==> src/rtl/imem_loader_pkg.sv <==
// Shared types and frame constants for the instruction-memory loader.
package imem_loader_pkg;

  typedef enum logic [2:0] {
    ST_CNT_HI,
    ST_CNT_LO,
    ST_DATA,
    ST_CSUM,
    ST_DONE,
    ST_ERROR
  } state_e;

  localparam int BYTES_PER_WORD = 4;
  localparam int BYTE_W         = 8;
  localparam int WORD_W         = BYTE_W * BYTES_PER_WORD;
  localparam int CNT_W          = 16;
  localparam int BCNT_W         = $clog2(BYTES_PER_WORD);

  function automatic logic is_rx_state(input state_e s);
    return (s == ST_CNT_HI) || (s == ST_CNT_LO) || (s == ST_DATA) || (s == ST_CSUM);
  endfunction

endpackage

==> src/rtl/imem_loader_byte_packer.sv <==
// Packs big-endian bytes into 32-bit words; emits a one-cycle word_vld after the 4th byte.
module imem_loader_byte_packer
  import imem_loader_pkg::*;
(
  input  logic              clk,
  input  logic              rst,
  input  logic              clr,
  input  logic              byte_vld,
  input  logic [BYTE_W-1:0] byte_in,
  output logic              last_byte,
  output logic              word_vld,
  output logic [WORD_W-1:0] word
);

  logic [BCNT_W-1:0] bcnt_q, bcnt_d;
  logic [WORD_W-1:0] shift_q, shift_d;
  logic [WORD_W-1:0] word_q, word_d;
  logic              word_vld_q, word_vld_d;

  assign last_byte = (bcnt_q == BCNT_W'(BYTES_PER_WORD - 1));
  assign word_vld  = word_vld_q;
  assign word      = word_q;

  always_comb begin
    bcnt_d     = bcnt_q;
    shift_d    = shift_q;
    word_d     = word_q;
    word_vld_d = 1'b0;
    if (clr) begin
      bcnt_d  = '0;
      shift_d = '0;
    end else if (byte_vld) begin
      // First byte of a word ends up in [31:24] after four shifts.
      shift_d = {shift_q[WORD_W-BYTE_W-1:0], byte_in};
      bcnt_d  = bcnt_q + BCNT_W'(1);
      if (last_byte) begin
        word_vld_d = 1'b1;
        word_d     = shift_d;
      end
    end
  end

  always_ff @(posedge clk) begin
    if (rst) begin
      bcnt_q     <= '0;
      shift_q    <= '0;
      word_q     <= '0;
      word_vld_q <= 1'b0;
    end else begin
      bcnt_q     <= bcnt_d;
      shift_q    <= shift_d;
      word_q     <= word_d;
      word_vld_q <= word_vld_d;
    end
  end

endmodule

==> src/rtl/imem_loader.sv <==
// Receives a framed program image, writes it into instruction memory and releases
// the processor from start-up only when the image checksum matches.
module imem_loader
  import imem_loader_pkg::*;
#(
  parameter int ADDR_W = 10
) (
  input  logic              clk,
  input  logic              start_up,
  input  logic              in_valid,
  output logic              in_ready,
  input  logic [BYTE_W-1:0] in_data,
  input  logic              reload,
  output logic              imem_we,
  output logic [ADDR_W-1:0] imem_addr,
  output logic [WORD_W-1:0] imem_wdata,
  output logic              cpu_start_up,
  output logic              done,
  output logic              error
);

  localparam logic [CNT_W:0] MAX_WORDS = {{CNT_W{1'b0}}, 1'b1} << ADDR_W;

  state_e            state_q, state_d;
  logic [BYTE_W-1:0] hi_q, hi_d;
  logic [ADDR_W:0]   n_q, n_d;
  logic [ADDR_W:0]   wcnt_q, wcnt_d;
  logic [ADDR_W-1:0] addr_q, addr_d;
  logic [BYTE_W-1:0] csum_q, csum_d;
  logic              cpu_q, cpu_d;
  logic              done_q, done_d;
  logic              err_q, err_d;

  logic              accept;
  logic              reload_go;
  logic              pk_vld;
  logic              pk_last;
  logic [CNT_W-1:0]  n_rx;

  assign in_ready     = !start_up && is_rx_state(state_q);
  assign accept       = in_valid && in_ready;
  assign reload_go    = reload && (state_q == ST_DONE || state_q == ST_ERROR);
  assign pk_vld       = accept && (state_q == ST_DATA);
  assign n_rx         = {hi_q, in_data};
  assign imem_addr    = addr_q;
  assign cpu_start_up = cpu_q;
  assign done         = done_q;
  assign error        = err_q;

  imem_loader_byte_packer u_byte_packer (
    .clk       (clk),
    .rst       (start_up),
    .clr       (reload_go),
    .byte_vld  (pk_vld),
    .byte_in   (in_data),
    .last_byte (pk_last),
    .word_vld  (imem_we),
    .word      (imem_wdata)
  );

  always_comb begin
    state_d = state_q;
    hi_d    = hi_q;
    n_d     = n_q;
    wcnt_d  = wcnt_q;
    addr_d  = addr_q;
    csum_d  = csum_q;
    cpu_d   = cpu_q;
    done_d  = done_q;
    err_d   = err_q;
    case (state_q)
      ST_CNT_HI: if (accept) begin
        hi_d    = in_data;
        csum_d  = csum_q ^ in_data;
        state_d = ST_CNT_LO;
      end
      ST_CNT_LO: if (accept) begin
        csum_d = csum_q ^ in_data;
        n_d    = n_rx[ADDR_W:0];
        if ({1'b0, n_rx} > MAX_WORDS) begin
          state_d = ST_ERROR;
          err_d   = 1'b1;
        end else if (n_rx == '0) begin
          state_d = ST_CSUM;
        end else begin
          state_d = ST_DATA;
        end
      end
      ST_DATA: if (accept) begin
        csum_d = csum_q ^ in_data;
        // Address is latched with the completing byte so it lines up with imem_we.
        if (pk_last) begin
          addr_d = wcnt_q[ADDR_W-1:0];
          wcnt_d = wcnt_q + (ADDR_W+1)'(1);
          if (wcnt_d == n_q) state_d = ST_CSUM;
        end
      end
      ST_CSUM: if (accept) begin
        if (in_data == csum_q) begin
          state_d = ST_DONE;
          done_d  = 1'b1;
          cpu_d   = 1'b0;
        end else begin
          state_d = ST_ERROR;
          err_d   = 1'b1;
        end
      end
      ST_DONE, ST_ERROR: if (reload) begin
        state_d = ST_CNT_HI;
        hi_d    = '0;
        n_d     = '0;
        wcnt_d  = '0;
        addr_d  = '0;
        csum_d  = '0;
        cpu_d   = 1'b1;
        done_d  = 1'b0;
        err_d   = 1'b0;
      end
      default: state_d = ST_CNT_HI;
    endcase
  end

  always_ff @(posedge clk) begin
    if (start_up) begin
      state_q <= ST_CNT_HI;
      hi_q    <= '0;
      n_q     <= '0;
      wcnt_q  <= '0;
      addr_q  <= '0;
      csum_q  <= '0;
      cpu_q   <= 1'b1;
      done_q  <= 1'b0;
      err_q   <= 1'b0;
    end else begin
      state_q <= state_d;
      hi_q    <= hi_d;
      n_q     <= n_d;
      wcnt_q  <= wcnt_d;
      addr_q  <= addr_d;
      csum_q  <= csum_d;
      cpu_q   <= cpu_d;
      done_q  <= done_d;
      err_q   <= err_d;
    end
  end

endmodule

==> config.mk <==
export PLATFORM = sky130hd
export DESIGN_NAME = imem_loader
export DESIGN_NICKNAME = d
export VERILOG_FILES = /design/src/rtl/imem_loader_pkg.sv /design/src/rtl/imem_loader_byte_packer.sv /design/src/rtl/imem_loader.sv
export SDC_FILE = /design/constraint.sdc
export NUM_CORES = 1
export LEC_CHECK = 0
export CAP_MARGIN = 10
export CORE_ASPECT_RATIO = 1.2
export CORE_MARGIN = 8
export CORE_UTILIZATION = 50
export CTS_CLUSTER_SIZE = 28
export DETAILED_ROUTE_END_ITERATION = 7
export GPL_ROUTABILITY_DRIVEN = 0
export PLACE_DENSITY = 0.86
export SYNTH_ARGS = -nofsm -noshare
export SYNTH_HDL_FRONTEND = slang
export SYNTH_SLANG_ARGS = --single-unit
==> constraint.sdc <==
create_clock -name clk -period 2 [get_ports clk]
set_input_delay 0.4 -clock clk [delete_from_list [all_inputs] [get_ports clk]]
set_output_delay 0.4 -clock clk [all_outputs]
set_load 0.01 [all_outputs]
-- Yosys cells after proc, flatten, opt, wreduce, memory -nomap -nowiden
Cells that the tools add are included.
- add/subtract/negate cells: 2
- bitwise gates (word level): 3
- order comparisons: 1
- equality and inequality tests: 19
- muxes and demuxes: 40
- reduce and logical (&&, ||, !) cells: 29
- operators by type and width (cell ; count):
    $mux W11 ; 4
    $pmux W11 S2 ; 2
    $pmux W8 S2 ; 2
    $mux W10 ; 3
    $mux W3 ; 8
    $mux W8 ; 3
    $pmux W10 S2 ; 1
    $gt A16 B11 Y1 const B ; 1
    $logic_not A16 Y1 ; 1
    $pmux W3 S5 ; 1
    $ne A2 B2 Y1 const B ; 7
    $mux W1 ; 13
    $reduce_and A3 Y1 ; 4
    $add A11 B1 Y11 const B ; 1
    $eq A11 B11 Y1 ; 1
    $reduce_bool A2 Y1 ; 5
    $eq A8 B8 Y1 ; 1
    $ne A2 B1 Y1 const B ; 4
    $reduce_and A4 Y1 ; 2
    $xor A8 B8 Y8 ; 1
    $reduce_and A7 Y1 ; 1
    $eq A3 B2 Y1 const B ; 2
    $eq A3 B3 Y1 const B ; 2
    $reduce_and A6 Y1 ; 1
    other kinds (13) ; 23
- bits in registers: 113
- input port bits: 12

-- Depth between registers and ports, before layout
Gate-level depths: netlist of run 1.
- word-level depth: 9
- gate-level depth with buffers: 9

-- Cells and area by module
Synthesis of run 1 repeated with hierarchy kept, for this count alone.
- cell total of the unflattened synthesis: 577
- area, all modules: 5114.9 sq um
- modules (own cells, without submodules) (module ; area each (sq um) ; seq. area each (sq um) ; times used ; cells an instance):
    imem_loader ; 2713.9 ; 1081.0 ; 1 ; 348
    imem_loader_byte_packer ; 2401.1 ; 1181.1 ; 1 ; 229

-- Worst setup path before layout of run 1
OpenSTA, ideal clock, no wires.
- path kind: register to register
- start point: reg wcnt_q[0]
- end point: reg state_q[0]
- stages on the path, launching flop included: 8
- required time: 1.928 ns
- path buffers: 0
- slack: -0.160 ns
- arrival: 2.088 ns
- path through: dfxtp_1 -> ha_1 -> nand3_4 -> o31ai_4 -> o2111ai_1 -> or4_1 -> nor4b_1 -> a2bb2oi_1
- word-level cells in the longest chain between the ends: 4
- RTL lines (what ; RTL line ; source):
    start: declaration ; imem_loader.sv:27 ; logic [ADDR_W:0] wcnt_q, wcnt_d;
    start signal: assignment ; imem_loader.sv:138 ; wcnt_q <= wcnt_d;
    $add A11 B1 Y11 ; imem_loader.sv:94 ; wcnt_d = wcnt_q + (ADDR_W+1)'(1);
    $eq A11 B11 Y1 ; imem_loader.sv:95 ; if (wcnt_d == n_q) state_d = ST_CSUM;
    $ne A2 B1 Y1 (no line) ; n/a ;
    $reduce_and A7 Y1 (no line) ; n/a ;
    end signal: assignment ; imem_loader.sv:135 ; state_q <= state_d;
    end: declaration ; imem_loader.sv:24 ; state_e state_q, state_d;
No other way between the ends.
A chain may end at the register's enable or synchronous reset.

-- Worst setup path in the final report of run 1
Ends and elaborated chain as after synthesis.

==> results of run 1 <==
state kept, by name, indices dropped and copies added (netlist names):
name,cells
u_byte_packer.word,32
hi_q,8
u_byte_packer.shift_q,24
wcnt_q,11
imem_addr,10
csum_q,8
state_q,3
done,1
u_byte_packer.bcnt_q,2
cpu_start_up,1
u_byte_packer.word_vld,1
error,1
n_q,11
report_power, final:
group	switching, uW	total [uW]	internal (uW)	leakage, uW
clock	1030	3110	2080	0.000299
combinational	153	267	114	0.00115
sequential	19.7	2290	2270	0.000917
cell usage in the layout, fill, tap and decap left out, types with 4 or more instances in the layout:
master / count
a21oi_1: 106
clkbuf_16: 17
dfxtp_2: 4
xnor2_1: 8
buf_4: 58
a31oi_1: 9
clkbuf_8: 4
xor2_1: 12
dfxtp_1: 106
nor2_1: 33
nor4_1: 4
nand3_1: 25
nand3b_1: 11
o21ai_0: 19
buf_12: 4
nor2b_1: 9
nand2_1: 159
clkdlybuf4s50_1: 56
and3_1: 4
nor3_1: 9
layer usage:
metal | up-vias | track usage [%] | part of all wire, % | wire length [um]
met5 | - | 0 | 0 | 0
met2 | 234 | 36.0 | 50 | 6940
met4 | 0 | 10.5 | 3.1 | 432
met1 | 2274 | 24.0 | 40 | 5570
li1 | 2261 | - | - | -
met3 | 47 | 6.10 | 6.8 | 941
what timing repair did:
action | in CTS | in global routing
buffers inserted | 2 | 1
pin swaps | 6 | 3
resized for setup | 14 | 5
endpoints found under the setup margin | 2 | 1
cells in the mapped netlist (3+ instances only):
library cell  instances  area share [%]
nand2_1             159              12
dfxtp_1             113              47
a21oi_1             106              11
clkbuf_1             44             3.4
nor2_1               33             2.6
nand3_1              28             2.9
o21ai_0              21             2.2
xor2_1               12             2.2
nand3b_1             11             1.7
a31oi_1               9             1.2
nor2b_1               9             1.2
nor3_1                9            0.94
xnor2_1               9             1.6
buf_2                 5            0.52
and3_1                4            0.52
nor4_1                4            0.52
buf_4                 3            0.47
nand2b_1              3            0.39
layout make-up:
| class | instances | area, um^2 |
|---|---|---|
| clock buffer | 23 | 488 |
| multi-input combinational | 452 | 2360 |
| clock inverter | 9 | 129 |
| inverter | 2 | 7.51 |
| fill | 633 | 2890 |
| timing repair buffer | 122 | 1110 |
| tap | 123 | 154 |
| sequential | 113 | 2280 |
path summary, 6_finish.rpt:
| check | from | end |
|---|---|---|
| hold reg to reg | u_byte_packer.word[28] | u_byte_packer.word[28] |
| setup reg to reg | wcnt_q[0] | state_q[0] |
| setup / recovery | wcnt_q[0] | state_q[0] |
| hold / removal | start_up | hi_q[3] |
worst max-delay path, delay by kind of cell, from the launching register on:
kind | cells | cell delay [ps]
simple gates | 4 | 1140
flops | 1 | 340
compound gates | 1 | 180
buf+inv | 1 | 170
xor+xnor | 1 | 100
kinds of logic after synthesis:
kind of cell	after synthesis	share of synthesized area [%]
AND/OR/NAND/NOR	277	26.1
AO/OA/AOI/OAI	151	17.3
flip-flops	113	47.2
buffers and inverters	56	4.80
XOR/XNOR	21	3.84
adder cells (fa/ha/maj)	2	0.522
multiplexers	1	0.235
metrics by stage:
step | utilization (%) | TNS, ps | cells | power [uW] | setup slack (ps)
2_1_floorplan | - | 0 | 621 | 2490 | 4.53
3_3_place_gp | 62.0 | -6790 | 809 | 2590 | -281
3_5_place_dp | 62.0 | -8100 | 809 | 2600 | -323
4_1_cts | 69.0 | 0 | 843 | 5680 | 4.68
5_1_grt | 69.3 | -52.5 | 844 | 5810 | -52.5
6_report | 69.3 | 0 | 844 | 5670 | 13.0
==> run_results.csv, run 1 <==
group,metric,value,unit
place,dpl.hpwl,9100,um
floorplanning,boundaryPins,59,
min_path,holdPathStages,3,
grt,grt_max_degree,34,
grt,grt_first_pass_wirelength,22400,um
critical_path,cp_max_fo,6,
critical_path,startpoint_type,"flip-flop",
critical_path,critical_path.cell_chain,"buf_4 -> nand3_4 -> nor3_4 -> xnor2_1 -> or4_1 -> nor4b_2 -> a2bb2oi_1",
clocking,hold_buffers,0,
sta,slew_headroom,74.3,%
logic_synthesis,syn_avg_cell_area,7.72,um^2
floorplanning,die_y,123,um
critical_path,reg2regPathDepth,7,
status,status,"finished, final reports clean",
sta,hold_viol,0,
logic_synthesis,yosysSeqAreaShare,47.2,%
floorplanning,placementRows,39,
routing,wl_per_cell,16.4,um
power_and_ir_drop,leakagePower,0.00237,uW
min_path,hp-class,"in2reg",
grt,grt-ovfl-total,0,
routing,dr.pass1.iters,6,
power_and_ir_drop,ir_drop,0.000837,V
routing,wl,13900,um
logic_synthesis,synth-warning-count,0,
critical_path,critPathArrivalTime,2330,ps
sta,slew_viol_final,0,
grt,grt_antenna_before_repair,0,
critical_path,cpPeakStageDelay,540,ps
clocking,cts_max_level,4,
clocking,tritoncts,"built",
critical_path,critPathSlowestCell,"or4_1",
finish,final_area,6530,um^2
sta,rsz0062_at_grt,"yes",
place,dpl-instance-area,5840,um^2
sta,whs,379,ps
clocking,cts_root_buf,"clkbuf_16",
critical_path,r2r_slack,10,ps
clocking,clk_path_buf_depth,2,
clocking,clock-sinks,113,
sta,worst_slew_pin_slew,385,ps
floorplanning,design.die.area,13000,um^2
floorplanning,core_area,9420,um^2
grt,grt_use_total,21.2,%
clocking,clock_latency,410,ps
finish,layout.nets,722,
logic_synthesis,syn_nets,635,
sta,period_share,99.3,%
routing,drtIter0Drc,436,
power_and_ir_drop,powerDensity,869,nW/um^2
logic_synthesis,synthArstFlopShare,0,%
grt,grt_pass1_vias,4680,
logic_synthesis,synth_cell_types,45,
critical_path,critPathCaptureType,"flip-flop",
logic_synthesis,synth_edf_count,0,
finish,num_antenna_cells,0,
routing,viasPerCell,5.71,
routing,dr_total_vias,4816,
critical_path,cp.required,2340,ps
job,drv_cap,0,
clocking,path_clk_slew,50,ps
floorplanning,die_w,105,um
clocking,cts_buffers,17,
finish,area_growth,36.1,%
critical_path,crit_type,"reg2reg",
place,portBuffers,58,
logic_synthesis,ys.flop_type,"dfxtp_1",
finish,drive_gt1_share,16.1,%
logic_synthesis,syn_area,4790,um^2
floorplanning,start_util,50.9,%
logic_synthesis,synth_seq_cells,113,
sta,fmax,0.503,GHz
logic_synthesis,syn_inst,621,
sta,fin_skew,6.42,ps
routing,drc,0,
sta,setup_viol,0,
sta,fin_crit,1990,ps
routing,ant_nets,0,
Power figures use the tool's default switching activity.
==> run 2: changes to the inputs <==
--- a/config.mk
+++ b/config.mk
@@ -7,7 +7,6 @@
 export LEC_CHECK = 0
 export CAP_MARGIN = 10
 export CORE_ASPECT_RATIO = 1.2
-export CORE_MARGIN = 8
 export CORE_UTILIZATION = 50
 export CTS_CLUSTER_SIZE = 28
 export DETAILED_ROUTE_END_ITERATION = 7
==> run_results.csv, run 2 (synthesis gave the netlist of run 1 again) <==
group,metric,value,unit
status,status,"finished, final reports clean",
power_and_ir_drop,powerDensity,833,nW/um^2
place,dpl.hpwl,8620,um
finish,area_growth,35.3,%
floorplanning,start_util,52.2,%
sta,period_share,99.8,%
power_and_ir_drop,ir_drop,0.000831,V
clocking,path_clk_slew,50,ps
place,portBuffers,58,
floorplanning,die_y,109,um
place,place_ws,-261,ps
power_and_ir_drop,p_switching,1200,uW
finish,final_area,6490,um^2
power_and_ir_drop,total_power,5400,uW
sta,slew_viol_final,0,
routing,drtIter0Drc,390,
grt,grt_max_degree,43,
clocking,clock-sinks,113,
finish,largest_reg_flops,32,
critical_path,crit_type,"reg2reg",
floorplanning,design.die.area,9990,um^2
finish,fin_cells,835,
sta,fin_crit,2000,ps
sta,slew_headroom,71.2,%
grt,grt_antenna_before_repair,0,
min_path,min_from,"start_up",
clocking,hold_buffers,0,
routing,dr_total_vias,4796,
critical_path,cp_max_fo,6,
critical_path,critPathArrivalTime,2450,ps
sta,post-route-worst-setup-slack,4.12,ps
critical_path,r2r_start,"wcnt_q[0]",
clocking,tritoncts,"built",
routing,viasPerCell,5.74,
sta,hold_viol,0,
critical_path,cp.required,2450,ps
routing,dr.pass1.iters,5,
critical_path,cp-endpoint,"state_q[0]",
routing,route.met2.wl,6830,um
sta,worst_slew_pin_slew,432,ps
min_path,hp-class,"in2reg",
critical_path,reg2regPathDepth,7,
finish,final_cell_mix,"nand2_1 (158), a21oi_1 (106), dfxtp_1 (105)",
sta,fmax,0.501,GHz
finish,num_antenna_cells,0,
grt,grt_pass1_vias,4630,
power_and_ir_drop,netSwitchingFraction,22.2,%
power_and_ir_drop,leakagePower,0.00233,uW
routing,ant_nets,0,
floorplanning,die_w,91.4,um
grt,grt-ovfl-total,0,
clocking,clk_path_buf_depth,2,
routing,highest_layer,"met4",
critical_path,r2r_slack,4,ps
place,dp_cells,800,
power_and_ir_drop,p_comb_share,5.0,%
job,drv_cap,0,
finish,drive_gt1_share,16.5,%
floorplanning,placementRows,38,
clocking,cts_buffers,17,
floorplanning,boundaryPins,59,
finish,layout_commonest_cell,"nand2_1",
floorplanning,core_area,9180,um^2
clocking,clock_latency,520,ps
critical_path,reg2reg_to,"state_q[0]",
critical_path,critPathCaptureType,"flip-flop",
power_and_ir_drop,pwr-share-clk,52.6,%
routing,wl_met1,5440,um
power_and_ir_drop,p_int,4200,uW
sta,rsz0062_at_grt,"yes",
place,dpl-instance-area,5810,um^2
sta,setup_viol,0,
finish,utilization,70.7,%
routing,wl,13600,um
clocking,cts_root_buf,"clkbuf_8",
routing,drc,0,
power_and_ir_drop,pwr-share-seq,42.5,%
routing,wl_per_cell,16.3,um
finish,layout.nets,718,
sta,fin_skew,5.49,ps
critical_path,startpoint_type,"flip-flop",
critical_path,crit_path_start,"wcnt_q[0]",
clocking,cts_max_level,4,
grt,grt_use_total,28.3,%
routing,wl_met3,864,um
grt,grt_first_pass_wirelength,22100,um
[run 2: power groups by stage]
stage                     sequential, uW  combinational (uW)  clock [uW]
after CTS                           2290                 261        2860
after global routing                2300                 287        2970
after floorplan                     2340                 153           0
final                               2290                 269        2840
after detailed placement            2340                 256           0
after global placement              2340                 248           0
[run 2: worst min-delay path by stage]
stage                                  end  slack (ps)  cells after the start
floorplan           u_byte_packer.word[24]         430                      2
detailed placement  u_byte_packer.word[29]         450                      2
finish                          state_q[2]         200                      2
global route                    state_q[2]         190                      2
CTS                             state_q[1]         160                      2
global placement    u_byte_packer.word[31]         440                      2
[run 2: metal layers]
metal | track usage (%) | up-vias
li1 | - | 2261
met1 | 32.4 | 2256
met2 | 48.4 | 229
met3 | 7.74 | 50
met4 | 14.6 | 0
met5 | 0 | -
[run 2: what timing repair did]
item	4_1_cts	5_1_grt
endpoints found under the setup margin	2	6
buffers inserted	5	0
pin swaps	6	3
gates resized for setup	14	12
[run 2: critical path, stage by stage, from the launching register on]
cell       delay (ps)
dfxtp_2           340
buf_4             160
and3_1            180
nand3_2           100
xnor2_2           170
or4_4             550
nor4b_4           260
a2bb2oi_1         160
[run 2: cell type report]
cell class	instances	area, um^2
Clock buffer	20	445
Fill cell	615	2690
Inverter	2	7.51
Clock inverter	10	113
Sequential cell	113	2280
Multi-Input combinational cell	452	2390
Tap cell	120	150
Timing Repair Buffer	118	1100
[run 2: through the flow]
stage / hold slack, ps / TNS (ps)
floorplan: 432 / 0
global placement: 445 / -7620
detailed placement: 450 / -10240
CTS: 157 / 0
global route: 186 / -56.4
finish: 197 / 0
==> edit: new RTL, flow settings as in run 2 <==
Change the parameter `ADDR_W` from 10 to 11.
--- a/src/rtl/imem_loader.sv
+++ b/src/rtl/imem_loader.sv
@@ -3,7 +3,7 @@
 module imem_loader
   import imem_loader_pkg::*;
 #(
-  parameter int ADDR_W = 10
+  parameter int ADDR_W = 11
 ) (
   input  logic              clk,
   input  logic              start_up,
Interface: changed (resized imem_addr); port bits go from 59 to 60. No check against the original RTL was run, so the function may have changed too.
==> edit against run 2 <==
Area after synthesis grew 2.2%; design area shrank 1.0%; total power grew 5.9%; sequential cell count grew 3; critical endpoint is now in_ready; clock power grew 7.0%; register-to-register slack gained 120 ps; wire length shrank 8.0%; clock skew grew 4.9 ps; hold slack gained 61 ps; setup slack gained 40 ps.
==> edit: results (changes against run 2) <==
[metrics] net count of the mapped netlist: 640 (was 635)
[metrics] overall via count from detail_route: 4689 (was 4796)
[metrics] startpoint of the worst register-to-register path: state_q[2] (was wcnt_q[0])
[metrics] switching fraction of total power: 21.6% (was 22.2%)
[metrics] DR iter-0 viols: 367 (was 390)
[metrics] Reg2Reg Capture Point: csum_q[0] (was state_q[0])
[metrics] Max stage delay cell, worst path: sky130_fd_sc_hd__dfxtp_1 (was sky130_fd_sc_hd__or4_4)
[metrics] share of layout cells above drive strength 1: 12.0% (was 16.5%)
[metrics] number of nets in the layout: 712 (was 718)
[metrics] number of fillers in the final layout: 728 (was 615)
[metrics] maximum fanout count along the critical path: 8 (was 6)
[metrics] synthesized instance count: 625 (was 621)
[metrics] reported leakage power: 0.00231 µW (was 0.00233 µW)
[metrics] fraction of the yosys area taken by sequential cells: 47.4% (was 47.2%)
[metrics] Fin Hold WS: 258 ps (was 197 ps)
[metrics] number of placed instances with taps included: 801 (was 800)
[metrics] Via-to-Cell Ratio: 5.63 (was 5.74)
[metrics] Data arrival, critical path: 1560 ps (was 2450 ps)
[metrics] clock root buffer: sky130_fd_sc_hd__clkbuf_16 (was sky130_fd_sc_hd__clkbuf_8)
[metrics] overall global routing resource usage: 25.6% (was 28.3%)
[metrics] logic depth of the worst register-to-register path: 6 (was 7)
[metrics] wire length of the first global-routing pass: 20500 µm (was 22100 µm)
[metrics] clock network latency to the later pin of the worst-skew pair: 420 ps (was 520 ps)
[metrics] status: completed (unchanged)
[metrics] total setup buffers inserted after CTS: 0 (was 5)
[metrics] setup clock skew after layout: 10.4 ps (was 5.49 ps)
[metrics] worst reg-to-reg setup slack: 120 ps (was 4 ps)
[metrics] synth cell count leaders: sky130_fd_sc_hd__nand2_1 (162), sky130_fd_sc_hd__dfxtp_1 (116), sky130_fd_sc_hd__a21oi_1 (105) (was sky130_fd_sc_hd__nand2_1 (159), sky130_fd_sc_hd__dfxtp_1 (113), sky130_fd_sc_hd__a21oi_1 (106))
[metrics] maximum number of pins on one net before global-route repair: 58 (was 43)
[metrics] worst slew margin relative to its limit: 61.9% (was 71.2%)
[metrics] crit-path leading delay family: flip-flops (was simple AND/OR/NAND/NOR gates)
[metrics] ranking of synthesized cells by area: sky130_fd_sc_hd__dfxtp_1 (47%), sky130_fd_sc_hd__nand2_1 (12%), sky130_fd_sc_hd__a21oi_1 (11%) (unchanged)
[metrics] via count of the first global-routing pass: 4461 (was 4630)
edit: cell types whose count changed after synthesis, moves of 5 or more:
cell                              run 2  this run
sky130_fd_sc_hd__o21ai_0             21        13
sky130_fd_sc_hd__nor2b_1              9         4
sky130_fd_sc_hd__a31oi_1              9         0
sky130_fd_sc_hd__xor2_1              12        17
sky130_fd_sc_hd__clkbuf_1            44        25
sky130_fd_sc_hd__a22oi_1              1         9
sky130_fd_sc_hd__nor2_1              33        41
sky130_fd_sc_hd__buf_2                5        19
edit: per-stage QoR:
| step | area [µm²] | utilization, % | setup slack, ps |
|---|---|---|---|
| floorplan | 4900 | - | 264 |
| global placement | 5820 | 61.2 | -147 |
| detailed placement | 5820 | 61.2 | -209 |
| CTS | 6420 | 67.4 | 69.0 |
| global route | 6420 | 67.5 | 15.4 |
| finish | 6420 | 67.5 | 43.7 |
edit: power groups by stage:
stage / clock [µW] / combinational [µW] / sequential (µW)
floorplan: 0 / 181 / 2410
global placement: 0 / 283 / 2420
detailed placement: 0 / 290 / 2420
CTS: 3060 / 295 / 2370
global route: 3180 / 324 / 2380
finish: 3040 / 300 / 2380
edit: logic make-up after synthesis:
| group | Yosys count | share of synthesized area, % |
|---|---|---|
| AO/OA/AOI/OAI | 140 | 15.7 |
| XOR/XNOR | 27 | 4.83 |
| adder cells (fa/ha/maj) | 3 | 0.766 |
| buffers and inverters | 54 | 4.85 |
| flip-flops | 116 | 47.4 |
| multiplexers | 3 | 0.638 |
| AND/OR/NAND/NOR | 282 | 25.8 |
edit: final cells by class:
| type | instances | area [µm²] | share of cell area (%) |
|---|---|---|---|
| inverters | 4 | 15.0 | 0.234 |
| repair buffers | 103 | 991 | 15.4 |
| multi-input cells | 455 | 2340 | 36.5 |
| flip-flops and latches | 116 | 2320 | 36.2 |
| clock inverters | 9 | 128 | 1.99 |
| clock buffers | 23 | 468 | 7.29 |
| well taps | 123 | 154 | 2.40 |
edit: routing by layer:
layer | vias to the layer above | GRT usage [%] | share of wire, %
met5 | - | 0 | 0
met4 | 0 | 15.0 | 4.2
met3 | 51 | 8.82 | 6.6
met2 | 213 | 39.9 | 49
met1 | 2182 | 30.1 | 40
li1 | 2243 | - | -
edit: timing repair:
| item | CTS | global route |
|---|---|---|
| hold endpoints to repair | 0 | 0 |
| endpoints found under the setup margin | 0 | 1 |
| resized for setup | 0 | 1 |
edit: how the worst max path moves through the flow:
stage / end / slack, ps
after global placement: state_q[0] / -150
after global routing: in_ready / 20
after detailed placement: state_q[0] / -210
final: in_ready / 40
after CTS: in_ready / 70
after floorplan: state_q[0] / 260
